### config.mk
export PLATFORM = sky130hd
export DESIGN_NAME = score_keeper
export DESIGN_NICKNAME = d
export VERILOG_FILES = /design/src/rtl/pong_pkg.sv /design/src/rtl/score_keeper_win_detect.sv /design/src/rtl/score_keeper.sv
export SDC_FILE = /design/constraint.sdc
export NUM_CORES = 1
export LEC_CHECK = 0
export ABC_AREA = 0
export CAP_MARGIN = 30
export CORE_UTILIZATION = 25
export DETAILED_ROUTE_END_ITERATION = 6
export PLACE_DENSITY = 0.53
export RECOVER_POWER = 25
export SLEW_MARGIN = 15
export SYNTH_ARGS = -nofsm -noshare
export SYNTH_HDL_FRONTEND = slang
export SYNTH_SLANG_ARGS = --single-unit
### constraint.sdc
create_clock -name clk -period 2.5 [get_ports clk]
set_input_delay 0.375 -clock clk [delete_from_list [all_inputs] [get_ports clk]]
set_output_delay 0.375 -clock clk [all_outputs]
set_load 0.05 [all_outputs]
### src/rtl/pong_pkg.sv
// Shared definitions for the Ping-Pong game blocks: FSM state encodings,
// player identifiers and default match-rule parameters.
package pong_pkg;

    typedef enum logic [2:0] {
        ST_IDLE   = 3'd0,
        ST_PLAY   = 3'd1,
        ST_UPDATE = 3'd2,
        ST_CHECK  = 3'd3,
        ST_OVER   = 3'd4
    } state_e;

    localparam logic P1 = 1'b0;
    localparam logic P2 = 1'b1;

    localparam int unsigned WIN_SCORE_DEF  = 11;
    localparam int unsigned WIN_MARGIN_DEF = 2;

endpackage

### src/rtl/score_keeper_win_detect.sv
// win_detect: combinational match-rule evaluator.
// Ports:
//   score_p1_i, score_p2_i : current scores (8-bit unsigned)
//   p1_win_o, p2_win_o     : player has reached WIN_SCORE with a lead >= WIN_MARGIN
//   deuce_o                : both players are at WIN_SCORE-1 or above
module win_detect
    import pong_pkg::*;
#(
    parameter int unsigned WIN_SCORE  = WIN_SCORE_DEF,
    parameter int unsigned WIN_MARGIN = WIN_MARGIN_DEF
) (
    input  logic [7:0] score_p1_i,
    input  logic [7:0] score_p2_i,
    output logic       p1_win_o,
    output logic       p2_win_o,
    output logic       deuce_o
);

    logic [9:0] s1;
    logic [9:0] s2;
    logic [9:0] win_score;
    logic [9:0] win_margin;

    assign s1         = {2'b00, score_p1_i};
    assign s2         = {2'b00, score_p2_i};
    assign win_score  = 10'(WIN_SCORE);
    assign win_margin = 10'(WIN_MARGIN);

    // Lead test written as an addition so a trailing player never wraps
    // around into a huge unsigned difference.
    assign p1_win_o = (s1 >= win_score) && (s1 >= s2 + win_margin);
    assign p2_win_o = (s2 >= win_score) && (s2 >= s1 + win_margin);
    assign deuce_o  = (s1 + 10'd1 >= win_score) && (s2 + 10'd1 >= win_score);

endmodule

### src/rtl/score_keeper.sv
// score_keeper: match-score controller for the Ping-Pong game.
// Ports:
//   clk, rst_n            : clock, asynchronous active-low reset
//   new_game              : pulse, clears the match and starts play
//   point_p1, point_p2    : point pulses from ball/paddle logic
//   inc_a / inc_b         : operand to / result from the external incrementer
//   score_p1, score_p2    : player scores
//   ready                 : a point pulse will be accepted this cycle
//   serve                 : current server (0 = P1, 1 = P2)
//   game_over, winner     : match decided / winning player
//   collision             : both point pulses arrived together (P1 kept)
module score_keeper
    import pong_pkg::*;
#(
    parameter int unsigned WIN_SCORE  = WIN_SCORE_DEF,
    parameter int unsigned WIN_MARGIN = WIN_MARGIN_DEF
) (
    input  logic       clk,
    input  logic       rst_n,
    input  logic       new_game,
    input  logic       point_p1,
    input  logic       point_p2,
    input  logic [7:0] inc_b,
    output logic [7:0] inc_a,
    output logic [7:0] score_p1,
    output logic [7:0] score_p2,
    output logic       ready,
    output logic       serve,
    output logic       game_over,
    output logic       winner,
    output logic       collision
);

    state_e     state_q,     state_d;
    logic       sel_q,       sel_d;
    logic [7:0] score_p1_q,  score_p1_d;
    logic [7:0] score_p2_q,  score_p2_d;
    logic [8:0] total_q,     total_d;
    logic       serve_q,     serve_d;
    logic       over_q,      over_d;
    logic       winner_q,    winner_d;
    logic       collision_q, collision_d;

    logic p1_win;
    logic p2_win;
    logic deuce;

    win_detect #(
        .WIN_SCORE  (WIN_SCORE),
        .WIN_MARGIN (WIN_MARGIN)
    ) u_win_detect (
        .score_p1_i (score_p1_q),
        .score_p2_i (score_p2_q),
        .p1_win_o   (p1_win),
        .p2_win_o   (p2_win),
        .deuce_o    (deuce)
    );

    always_ff @(posedge clk or negedge rst_n) begin
        if (!rst_n) begin
            state_q     <= ST_IDLE;
            sel_q       <= P1;
            score_p1_q  <= '0;
            score_p2_q  <= '0;
            total_q     <= '0;
            serve_q     <= 1'b0;
            over_q      <= 1'b0;
            winner_q    <= 1'b0;
            collision_q <= 1'b0;
        end else begin
            state_q     <= state_d;
            sel_q       <= sel_d;
            score_p1_q  <= score_p1_d;
            score_p2_q  <= score_p2_d;
            total_q     <= total_d;
            serve_q     <= serve_d;
            over_q      <= over_d;
            winner_q    <= winner_d;
            collision_q <= collision_d;
        end
    end

    always_comb begin
        state_d     = state_q;
        sel_d       = sel_q;
        score_p1_d  = score_p1_q;
        score_p2_d  = score_p2_q;
        total_d     = total_q;
        serve_d     = serve_q;
        over_d      = over_q;
        winner_d    = winner_q;
        collision_d = 1'b0;

        if (new_game) begin
            state_d    = ST_PLAY;
            sel_d      = P1;
            score_p1_d = '0;
            score_p2_d = '0;
            total_d    = '0;
            serve_d    = 1'b0;
            over_d     = 1'b0;
            winner_d   = 1'b0;
        end else begin
            unique case (state_q)
                ST_IDLE: ;
                ST_PLAY: begin
                    if (point_p1) begin
                        sel_d       = P1;
                        collision_d = point_p2;
                        state_d     = ST_UPDATE;
                    end else if (point_p2) begin
                        sel_d   = P2;
                        state_d = ST_UPDATE;
                    end
                end
                ST_UPDATE: begin
                    // A score already at 255 holds; the incrementer's wrap is never stored.
                    if (sel_q == P1) begin
                        score_p1_d = (score_p1_q == 8'hFF) ? 8'hFF : inc_b;
                    end else begin
                        score_p2_d = (score_p2_q == 8'hFF) ? 8'hFF : inc_b;
                    end
                    total_d = (total_q == 9'h1FF) ? total_q : total_q + 9'd1;
                    state_d = ST_CHECK;
                end
                ST_CHECK: begin
                    if (p1_win) begin
                        over_d   = 1'b1;
                        winner_d = P1;
                        state_d  = ST_OVER;
                    end else if (p2_win) begin
                        over_d   = 1'b1;
                        winner_d = P2;
                        state_d  = ST_OVER;
                    end else begin
                        // total_q already includes the point just scored.
                        if (deuce || !total_q[0]) begin
                            serve_d = ~serve_q;
                        end
                        state_d = ST_PLAY;
                    end
                end
                ST_OVER: ;
                default: state_d = ST_IDLE;
            endcase
        end
    end

    assign inc_a     = (sel_q == P1) ? score_p1_q : score_p2_q;
    assign score_p1  = score_p1_q;
    assign score_p2  = score_p2_q;
    assign ready     = (state_q == ST_PLAY);
    assign serve     = serve_q;
    assign game_over = over_q;
    assign winner    = winner_q;
    assign collision = collision_q;

endmodule

==> results.md <==
* Die Footprint at just under 0.01 sq mm
* Met3 Track Usage GR at under 10%
* CTS tree: done
* Switching Fraction at a little over 30%
* Post-route clock period utilization at between 90% and 100%
* Clock root buffer: clkbuf_8
* GRT Total Usage at ~15%
* Synthesized area at between 0.002 and 0.0025 sq mm
* Number of global-route vias before repair at 2180
* Mux cell area share after synthesis at 2.86%
* EDFF count, synth at 0
* CP max stage delay at just over 0.7 ns
* Minimum clock period at between 2 and 2.5 ns
* Worst hold margin at between 0.5 and 0.6 ns
* Final Max Slew Viols at 0
* Min-delay worst type: register to register
* Setup CP Type: register to output pin
* Simple-Gate Fraction of Synth Area at 23.6%
* Initial antenna violation count at 0
* Final core utilization at 36.1%
* Clock transition at the registers of the reported paths at approximately 0.070 ns
* Slew margin rel. at about 44%
* Synth warn at 0
* P&R area growth vs syn at 40.3%
* Global route hottest layer: met2
* Synth Area in XOR/XNOR at under 10%
* Dpl hpwl at 5380 microns
* Post-DRT Antenna Nets at 0
* Main combinational cell family by area after synthesis: simple AND/OR/NAND/NOR gates
* Register area share after synthesis at approximately a third
* CTS Sinks at 33
* Max_cap viols at 0
* Routed len/inst at 15.6 microns
* Number of I/O port buffers at 41
* Crit. End Element: output pin
* FF+latch count, synth at 33
* Via count at ~2200
* Avg Cell Area, Syn at approximately 8.8 sq um
* Pwr dens at 381 mW/mm^2
* 1st-iter DRT viols at ~150
* # DRC at 0
* CTS Buffer Depth at 2
* Syn Inst Count at 270
* # diodes at 0
* Ports at 42
* RSZ-0062 raised after global routing: true
* Worst Skew at roughly 0.0035 ns
* TritonRoute pass-1 iters at 4
* GR Layer Usage met1 at ~20%
* Least-Margin Pin Slew at around 0.83 ns
* Routed wire length at between 7000 and 8000 microns
* Post-synthesis adder-cell area fraction at ~11%
* GP Congestion at around 0.86
* Nets at between 300 and 400
* Required time worst endpoint at roughly 2.1 ns
* Number of CTS-inserted buffers at 5
* Clock group share of total power at 29.3%
* Die W at around 99 microns
* Ys flop type: dfrtp_1
* Final setup viols at 0
* Synth Area in Compound Gates at a little under a fifth
* Worst-path maximum fanout at 15
* Core area at between 0.009 and 0.01 sq mm
* Synth async-reset ratio at 100%
* Critical Path Source Type: register
* Worst-Skew Late Latency at between 0.2 and 0.3 ns
* H-tree depth at 2
* Layout cells sized above 1 at roughly a quarter
* Top Family by Delay on Critical Path: buffers and inverters
* FP Rows at 35
* Die Y-Extent at 99.3 microns
* GR Util met2 at between 20% and 30%
* Syn nets at slightly above 300
* Fmax at ~400 MHz
* Leakage at between 1 and 1.5 nW
* Critical path's slowest cell: clkdlybuf4s50_1
* First-pass GRT wire length at between 10000 and 15000 microns
* CP Data Arrival Time at about 2.1 ns
* NetSw at just under 400 uW
* Yosys cell types at 50
* Post-DR vias/cell at 4.93
* Flop pwr share at a little under half
* WP buf/inv at 1
* Status: completed
* Largest net degree at the start of global routing at 34
* Worst vdd ir at approximately 160 uV
* Int Power at 881 uW
* Hold Buf Count CTS at 0
* Final hold vios at 0
* Initial core utilization at between 20% and 30%
* CP Cell Sequence: mux2_2 -> clkdlybuf4s50_1
* Logic gate share of total power at about a quarter
* Grt ovf at 0
## kinds of logic (layout without fill, tap and decap cells)
| family | count (synthesis) | count (layout) |
|---|---|---|
| and+or+nand+nor | 114 | 114 |
| AOI/OAI and AO/OA | 63 | 63 |
| DFF | 33 | 33 |
| adders and majority gates | 21 | 21 |
| buffers and inverters | 17 | 86 |
| xor gates and xnor gates | 16 | 16 |
| muxes | 6 | 6 |
## layer usage
layer | vias up | routed length, microns
met3 | 11 | 229
met1 | 1064 | 3330
li1 | 1092 | -
met5 | - | 0
met4 | 0 | 69
met2 | 51 | 3400
## cell usage in the layout, fill, tap and decap left out, types with 2 or more instances in the layout
cell type / count
o21a_1: 2
nor4b_1: 2
and2_1: 2
inv_1: 6
and3_1: 4
nand2_1: 34
nand2_2: 2
buf_4: 26
dfrtp_2: 10
nor2_1: 31
o221a_4: 2
nand2b_1: 3
nor4_1: 2
ha_1: 17
clkbuf_8: 5
a21oi_1: 18
xor2_1: 10
nand4_1: 2
o32ai_1: 2
a211oi_1: 3
nand3_2: 2
or2_2: 2
nand3_1: 7
buf_6: 4
or3_1: 2
nor2b_1: 4
or2_1: 2
mux2_2: 6
ha_4: 4
o21ai_0: 21
nor3_1: 2
clkdlybuf4s50_1: 39
dfrtp_1: 23
xnor2_1: 6
or3_4: 3
and2_4: 2
## tightest hold or removal path, cell delays in order, from the launching register on
cell     delay, ns
dfrtp_1       0.35
xor2_1        0.07
nor2_1        0.08
## sequential cells by signal, summed over array words and instances (netlist names)
signal     flops
state_q        3
score_p2       8
game_over      1
collision      1
sel_q          1
serve          1
total_q        9
score_p1       8
winner         1
## final timing paths
kind	start	endpoint	slack, ns	cells past startpoint
max in group asynchronous	rst_n	score_p2[1]$_DFFE_PN0P_	1.20	2
min reg2reg	total_q[7]$_DFFE_PN0P_	total_q[7]$_DFFE_PN0P_	0.53	2
min in group asynchronous	rst_n	total_q[5]$_DFFE_PN0P_	0.73	2
max	sel_q$_DFFE_PN0P_	inc_a[1]	0.02	2
max reg2reg	score_p1[1]$_DFFE_PN0P_	serve$_DFFE_PN0P_	0.04	11
min	total_q[7]$_DFFE_PN0P_	total_q[7]$_DFFE_PN0P_	0.53	2
## cell type report
class                      instances  area [sq um]
fill                             970          5880
multi-input combinational        220          1560
inverter                           6          22.5
clock inverter                     1          5.00
timing repair buffer              73           678
tap                              111           139
sequential                        33           838
clock buffer                       6          72.6
## power groups by stage
| stage | Sequential, mW | Clock, mW | Combinational, mW |
|---|---|---|---|
| global route | 0.577 | 0.404 | 0.347 |
| finish | 0.573 | 0.371 | 0.322 |
| CTS | 0.572 | 0.389 | 0.297 |
| detailed placement | 0.582 | 0 | 0.296 |
| floorplan | 0.607 | 0 | 0.158 |
| global placement | 0.581 | 0 | 0.294 |
## timing repair
item | 4_1_cts | 5_1_grt
setup buffers | 0 | 9
endpoints found under the setup margin | 0 | 12
hold endpoints to repair | 0 | 0
resized for setup | 0 | 21
## through the flow
step	setup slack (ns)	cell area (sq um)	power [mW]	std cells	setup TNS, ns
floorplan	-0.158	2430	0.766	270	-0.267
global placement	0.0795	3070	0.876	434	0
detailed placement	0.0130	3070	0.878	434	0
CTS	0.0124	3150	1.26	441	0
global route	-0.0565	3320	1.33	450	-0.374
finish	0.0247	3320	1.27	450	0
## cell usage after synthesis, types with 2 or more instances
| cell | n | share of area [%] |
|---|---|---|
| inv_1 | 6 | 0.95 |
| mux2_2 | 6 | 2.9 |
| or2_1 | 2 | 0.53 |
| and3_1 | 5 | 1.3 |
| nor3_1 | 2 | 0.42 |
| nor2b_1 | 4 | 1.1 |
| buf_2 | 3 | 0.63 |
| a211oi_1 | 3 | 0.95 |
| dfrtp_1 | 33 | 35 |
| o21ai_0 | 21 | 4.4 |
| nand2b_1 | 3 | 0.79 |
| o21a_1 | 2 | 0.63 |
| buf_4 | 2 | 0.63 |
| clkbuf_1 | 5 | 0.79 |
| nor4_1 | 2 | 0.53 |
| xnor2_1 | 6 | 2.2 |
| ha_1 | 21 | 11 |
| nand4_1 | 2 | 0.53 |
| nand2_1 | 36 | 5.7 |
| nor4b_1 | 2 | 0.74 |
| or3_1 | 4 | 1.1 |
| xor2_1 | 10 | 3.7 |
| nor2_1 | 31 | 4.9 |
| and2_1 | 4 | 1.1 |
| o32ai_1 | 2 | 0.74 |
| o221a_2 | 2 | 0.95 |
| or2_2 | 2 | 0.53 |
| a21oi_1 | 19 | 4.0 |
| nand3_1 | 9 | 1.9 |
Note: power is estimated with default switching activity, not from simulation.
